`src/rtl/hs_initiator_pkg.sv`:
```
// Shared FSM encodings, parameter defaults and sizing helper for hs_initiator.
package hs_initiator_pkg;

    typedef enum logic [2:0] {
        HsIdle  = 3'd0,
        HsFetch = 3'd1,
        HsLoad  = 3'd2,
        HsSend  = 3'd3,
        HsDone  = 3'd4
    } hs_state_e;

    localparam int unsigned HsWidthDefault   = 8;
    localparam int unsigned HsLenWDefault    = 8;
    localparam int unsigned HsTimeoutDefault = 255;

    // Counter width able to hold 0 .. limit-1.
    function automatic int unsigned hs_cnt_width(input int unsigned limit);
        return (limit > 1) ? $clog2(limit) : 1;
    endfunction

endpackage

```
`src/rtl/hs_initiator_if.sv`:
```
// Source-FIFO read port plus downstream valid/ready channel of hs_initiator.
interface hs_initiator_if import hs_initiator_pkg::*; #(
    parameter int unsigned WIDTH = HsWidthDefault
);
    logic             src_empty;
    logic             src_rd;
    logic [WIDTH-1:0] src_data;
    logic             init_valid;
    logic             init_ready;
    logic [WIDTH-1:0] init_data;

    modport master (
        input  src_empty, src_data, init_ready,
        output src_rd, init_valid, init_data
    );

    modport slave (
        output src_empty, src_data, init_ready,
        input  src_rd, init_valid, init_data
    );
endinterface

```
`src/rtl/hs_stall_wdt.sv`:
```
// Consecutive-stall counter; expire_o flags the last allowed stalled cycle.
module hs_stall_wdt import hs_initiator_pkg::*; #(
    parameter int unsigned TIMEOUT = HsTimeoutDefault
) (
    input  logic clk,
    input  logic rst,
    input  logic stall_i,
    output logic expire_o
);
    localparam int unsigned CntW = hs_cnt_width(TIMEOUT);

    logic [CntW-1:0] cnt_q, cnt_d;

    assign expire_o = stall_i && (cnt_q == CntW'(TIMEOUT - 1));

    always_comb begin
        cnt_d = '0;
        if (stall_i && !expire_o) begin
            cnt_d = cnt_q + 1'b1;
        end
    end

    always_ff @(posedge clk) begin
        if (rst) begin
            cnt_q <= '0;
        end else begin
            cnt_q <= cnt_d;
        end
    end
endmodule

```
`src/rtl/hs_initiator.sv`:
```
// Burst transmitter: reads a latency-1 source FIFO and sends burst_len beats on valid/ready.
// Optional stall watchdog and timeout port enabled by defining HS_TIMEOUT_EN.
module hs_initiator import hs_initiator_pkg::*; #(
    parameter int unsigned WIDTH   = HsWidthDefault,
    parameter int unsigned LEN_W   = HsLenWDefault,
    parameter int unsigned TIMEOUT = HsTimeoutDefault
) (
    input  logic             clk,
    input  logic             rst,
    input  logic             start,
    input  logic [LEN_W-1:0] burst_len,
    output logic             busy,
    output logic             done,
    output logic [LEN_W-1:0] beat_cnt,
`ifdef HS_TIMEOUT_EN
    output logic             timeout,
`endif
    hs_initiator_if.master   bus
);
    hs_state_e        state_q, state_d;
    logic [LEN_W-1:0] remaining_q, remaining_d;
    logic [LEN_W-1:0] beat_cnt_q, beat_cnt_d;
    logic [WIDTH-1:0] data_q, data_d;
    logic             valid_q, valid_d;
    logic             src_rd;
    logic             xfer;
    logic             expire;

    // valid_q is only ever set in SEND, so a handshake implies SEND.
    assign xfer = valid_q && bus.init_ready;

    always_comb begin
        state_d     = state_q;
        remaining_d = remaining_q;
        beat_cnt_d  = beat_cnt_q;
        data_d      = data_q;
        valid_d     = valid_q;
        src_rd      = 1'b0;
        unique case (state_q)
            HsIdle: begin
                if (start && (burst_len != '0)) begin
                    state_d     = HsFetch;
                    remaining_d = burst_len;
                    beat_cnt_d  = '0;
                end
            end
            HsFetch: begin
                if (!bus.src_empty) begin
                    src_rd  = 1'b1;
                    state_d = HsLoad;
                end
            end
            HsLoad: begin
                data_d  = bus.src_data;
                valid_d = 1'b1;
                state_d = HsSend;
            end
            HsSend: begin
                if (xfer) begin
                    beat_cnt_d  = beat_cnt_q + 1'b1;
                    remaining_d = remaining_q - 1'b1;
                    valid_d     = 1'b0;
                    state_d     = (remaining_q == LEN_W'(1)) ? HsDone : HsFetch;
                end else if (expire) begin
                    valid_d = 1'b0;
                    state_d = HsIdle;
                end
            end
            HsDone: begin
                state_d = HsIdle;
            end
            default: begin
                state_d = HsIdle;
            end
        endcase
    end

    always_ff @(posedge clk) begin
        if (rst) begin
            state_q     <= HsIdle;
            remaining_q <= '0;
            beat_cnt_q  <= '0;
            data_q      <= '0;
            valid_q     <= 1'b0;
        end else begin
            state_q     <= state_d;
            remaining_q <= remaining_d;
            beat_cnt_q  <= beat_cnt_d;
            data_q      <= data_d;
            valid_q     <= valid_d;
        end
    end

`ifdef HS_TIMEOUT_EN
    logic timeout_q;

    hs_stall_wdt #(
        .TIMEOUT(TIMEOUT)
    ) u_stall_wdt (
        .clk     (clk),
        .rst     (rst),
        .stall_i ((state_q == HsSend) && !bus.init_ready),
        .expire_o(expire)
    );

    always_ff @(posedge clk) begin
        if (rst) begin
            timeout_q <= 1'b0;
        end else begin
            timeout_q <= expire;
        end
    end

    assign timeout = timeout_q;
`else
    logic unused_timeout;
    assign expire         = 1'b0;
    assign unused_timeout = (TIMEOUT != 0);
`endif

    assign busy           = (state_q != HsIdle);
    assign done           = (state_q == HsDone);
    assign beat_cnt       = beat_cnt_q;
    assign bus.src_rd     = src_rd;
    assign bus.init_valid = valid_q;
    assign bus.init_data  = data_q;
endmodule
```
`src/flat_wrapper.sv`:
```
// flat-port wrapper written by rule: the top's interface ports become plain ports
module hs_initiator_flat import hs_initiator_pkg::*;
#(
    parameter int unsigned WIDTH   = HsWidthDefault,
    parameter int unsigned LEN_W   = HsLenWDefault,
    parameter int unsigned TIMEOUT = HsTimeoutDefault
)
  (clk, rst, start, burst_len, busy, done, beat_cnt, bus_src_empty, bus_src_data, bus_init_ready, bus_src_rd, bus_init_valid, bus_init_data);
  hs_initiator_if #(.WIDTH(WIDTH)) bus_i ();
  input  logic clk;
  input  logic rst;
  input  logic start;
  input  logic [LEN_W-1:0] burst_len;
  output logic busy;
  output logic done;
  output logic [LEN_W-1:0] beat_cnt;
  input wire logic [$bits(bus_i.src_empty)-1:0] bus_src_empty;
  input wire logic [$bits(bus_i.src_data)-1:0] bus_src_data;
  input wire logic [$bits(bus_i.init_ready)-1:0] bus_init_ready;
  output wire logic [$bits(bus_i.src_rd)-1:0] bus_src_rd;
  output wire logic [$bits(bus_i.init_valid)-1:0] bus_init_valid;
  output wire logic [$bits(bus_i.init_data)-1:0] bus_init_data;
  assign bus_i.src_empty = bus_src_empty;
  assign bus_i.src_data = bus_src_data;
  assign bus_i.init_ready = bus_init_ready;
  assign bus_src_rd = bus_i.src_rd;
  assign bus_init_valid = bus_i.init_valid;
  assign bus_init_data = bus_i.init_data;
  hs_initiator #(.WIDTH(WIDTH), .LEN_W(LEN_W), .TIMEOUT(TIMEOUT)) u_core (.clk(clk), .rst(rst), .start(start), .burst_len(burst_len), .busy(busy), .done(done), .beat_cnt(beat_cnt), .bus(bus_i));
endmodule
```
`config.mk`:
```
export PLATFORM = sky130hd
export DESIGN_NAME = hs_initiator_flat
export DESIGN_NICKNAME = d
export VERILOG_FILES = /design/src/rtl/hs_initiator_pkg.sv /design/src/rtl/hs_initiator_if.sv /design/src/rtl/hs_stall_wdt.sv /design/src/rtl/hs_initiator.sv /design/src/flat_wrapper.sv
export SDC_FILE = /design/constraint.sdc
export NUM_CORES = 1
export LEC_CHECK = 0
export ABC_AREA = 0
export ABC_CLOCK_PERIOD_IN_PS = 1800
export CAP_MARGIN = 20
export CORE_MARGIN = 3
export CORE_UTILIZATION = 30
export CTS_CLUSTER_SIZE = 28
export DETAILED_ROUTE_END_ITERATION = 8
export GPL_TIMING_DRIVEN = 1
export PLACE_DENSITY = 0.57
export SYNTH_ARGS = -nofsm -noshare
export SYNTH_HDL_FRONTEND = slang
export SYNTH_SLANG_ARGS = --single-unit
```
`constraint.sdc`:
```
create_clock -name clk -period 1.8 [get_ports clk]
set_input_delay 0.27 -clock clk [delete_from_list [all_inputs] [get_ports clk]]
set_output_delay 0.27 -clock clk [all_outputs]
set_load 0.03 [all_outputs]
```
==> results.json <==
{
  "worstSkewPairLatency_ns": 0.28,
  "grtUsageTotal_pct": 13.8,
  "clkSinkCount": 28,
  "setup_viol": 0,
  "async_flop_share_pct": 0,
  "fin_crit_ns": 1.74,
  "fmax_ghz": 0.574,
  "drc": 0,
  "via_per_inst": 5.09,
  "status": "complete, no violations",
  "core_um2": 4880,
  "htree_levels": 1,
  "worstPathRequired_ns": 2.02,
  "nNetsFinal": 270,
  "synth_area_um2": 1570,
  "cts_hold_buffers": 0,
  "drtIter0Drc": 49,
  "synth_top_family_by_area": "simple AND/OR/NAND/NOR gates",
  "n_antenna_cell": 0,
  "cp-end-kind": "flop",
  "whs_ns": 0.478,
  "hold_path_depth": 2,
  "via_count": 1588,
  "muxShareOfSynthArea_pct": 5.75,
  "synth_compound_area_share_pct": 24.6,
  "synth_adder_area_share_pct": 2.39,
  "start_kind": "input pin",
  "relSlewSlack_pct": 76.3,
  "start_util_pct": 32.1,
  "finalPower_mw": 1.79,
  "most-common-layout-cells": "clkdlybuf4s50_1, buf_4, dfxtp_1, a21oi_1, nor2_1",
  "finalCritPeriodShare_pct": 96.7,
  "netlist_instances": 185,
  "tightest_slew_ns": 0.352,
  "ant_nets": 0,
  "dr.pass1.iters": 4,
  "tritoncts": "yes",
  "yosysSeqAreaShare_pct": 35.8,
  "yosys.area_share.simple_pct": 25.5,
  "antenna_found_initial": 0,
  "worst_hold_path_type": "flop to flop",
  "first_global_vias": 1577,
  "fillers": 469,
  "slew_violations": 0,
  "hold_viol": 0,
  "path_max_fanout": 7,
  "synth_nets": 209,
  "ys_types": 44,
  "wl_per_cell_um": 13.1,
  "placementRows": 25,
  "grt_max_degree": 20,
  "pre_cts_slack_ns": -0.372,
  "reg2regPathDepth": 7,
  "synth_top_flop_cell": "dfxtp_1",
  "die-area_um2": 6130,
  "yosys_register_bits": 28,
  "critical_path_class": "input pin to flop",
  "gp_congestion": 0.797,
  "critPathArrivalTime_ns": 1.96,
  "vdd_ir_drop_max_uv": 456,
  "p_leak_nw": 0.904,
  "root_buffer": "clkbuf_8",
  "fin_skew_ns": 0.00401,
  "clk_pin_slew_ns": 0.10,
  "io_pins": 41,
  "fin_ws_ns": 0.0587,
  "synth_edf_count": 0,
  "final_common_cell": "clkdlybuf4s50_1",
  "cap_violations": 0,
  "die_w_um": 78.3,
  "drive_gt1_share_pct": 20.8,
  "yosysWarnings": 0,
  "synth_xor_area_share_pct": 0,
  "cts_made_buffers": 3,
  "grt_pass1_wl_mm": 6.91,
  "area_delta_synth_final_pct": 48.2,
  "rsz0062_at_grt": "false",
  "synth.avg_cell_area_um2": 8.47,
  "die_h_um": 78.3,
  "port_buffers": 40,
  "dp.final_hpwl_mm": 3.07,
  "cts_max_path_buffers": 2,
  "finalWirelength_mm": 4.08,
  "power.density_nw_per_um2": 769,
  "overflow": 0
}
[critical path: stages]
cell,delay (ns)
clkdlybuf4s50_1,0.42
or4_4,0.52
or3_4,0.44
a31o_1,0.20
a21oi_2,0.10
[synth_stat cells (2+ instances only)]
| library cell | number | area [um^2] |
|---|---|---|
| a211o_1 | 5 | 43.8 |
| a21oi_1 | 16 | 80.1 |
| a31oi_1 | 4 | 25.0 |
| and3b_1 | 2 | 17.5 |
| buf_2 | 7 | 35.0 |
| clkbuf_1 | 5 | 18.8 |
| dfxtp_1 | 28 | 561 |
| ha_1 | 3 | 37.5 |
| inv_1 | 7 | 26.3 |
| mux2i_1 | 9 | 90.1 |
| nand2_1 | 10 | 37.5 |
| nand3_1 | 7 | 35.0 |
| nand3b_1 | 3 | 22.5 |
| nand4_1 | 3 | 18.8 |
| nand4b_1 | 2 | 17.5 |
| nor2_1 | 15 | 56.3 |
| nor2b_1 | 2 | 12.5 |
| nor3_1 | 9 | 45.0 |
| nor3b_1 | 3 | 22.5 |
| nor4_1 | 2 | 12.5 |
| o2111ai_1 | 2 | 17.5 |
| o211ai_1 | 2 | 15.0 |
| o21a_1 | 3 | 22.5 |
| o21ai_0 | 5 | 25.0 |
| o21ba_2 | 3 | 30.0 |
| o31ai_1 | 7 | 52.6 |
| or3_1 | 2 | 12.5 |
| or4_1 | 2 | 15.0 |
| or4_4 | 2 | 22.5 |
[stage by stage]
stage                     area (um^2)  TNS, ns  instances  util (%)
after floorplan                  1570        0        185         -
after global placement           2230    -4.62        308      45.7
after detailed placement         2230    -4.79        308      45.7
after CTS                        2290        0        312      46.9
after global routing             2320        0        312      47.6
final                            2320        0        312      47.6
[flip-flops by register name, summed over array words and instances, names as in the netlist]
register               flops
u_core.beat_cnt            8
u_core.bus.init_data       8
u_core.remaining_q         8
u_core.state_q             3
u_core.bus.init_valid      1
[repair_timing]
item                                    4_1_cts  5_1_grt
setup buffers                                 0        0
pin swaps                                     0        4
gates resized for setup                       3        9
endpoints found under the setup margin        7        9
[layout make-up]
class | instances | area, um^2 | area share, %
Tap cell | 67 | 83.8 | 3.61
Sequential cell | 28 | 561 | 24.1
Multi-Input combinational cell | 136 | 946 | 40.7
Clock buffer | 4 | 55.1 | 2.37
Inverter | 8 | 30.0 | 1.29
Timing Repair Buffer | 69 | 648 | 27.9
[power by group]
| group | internal [mW] | leakage (nW) | switching (mW) | total, mW |
|---|---|---|---|---|
| Sequential | 0.674 | 0.228 | 0.0464 | 0.721 |
| Combinational | 0.325 | 0.647 | 0.345 | 0.670 |
| Clock | 0.196 | 0.0288 | 0.201 | 0.397 |
[worst paths after layout]
path | start | endpoint | slack [ns]
hold / removal | u_core.remaining_q[6] | u_core.remaining_q[6] | 0.48
setup reg to reg | u_core.state_q[2] | u_core.beat_cnt[4] | 0.16
hold reg to reg | u_core.remaining_q[6] | u_core.remaining_q[6] | 0.48
setup / recovery | burst_len[0] | u_core.beat_cnt[3] | 0.06
[per-layer routing]
| layer | global-route usage, % | wire, um | vias up |
|---|---|---|---|
| met5 | 0 | 0 | - |
| met4 | 5.77 | 76 | 0 |
| met3 | 2.06 | 171 | 6 |
| met2 | 23.7 | 1920 | 37 |
| met1 | 17.1 | 1920 | 731 |
| li1 | - | - | 814 |
[logic make-up (layout without fill, tap and decap cells)]
logic type,after synthesis,count (layout)
adder cells (fa/ha/maj),3,3
AO/OA/AOI/OAI,55,55
multiplexers,9,9
AND/OR/NAND/NOR,69,69
buffers and inverters,21,81
flip-flops,28,28
Note: power is estimated with default switching activity, not from simulation.
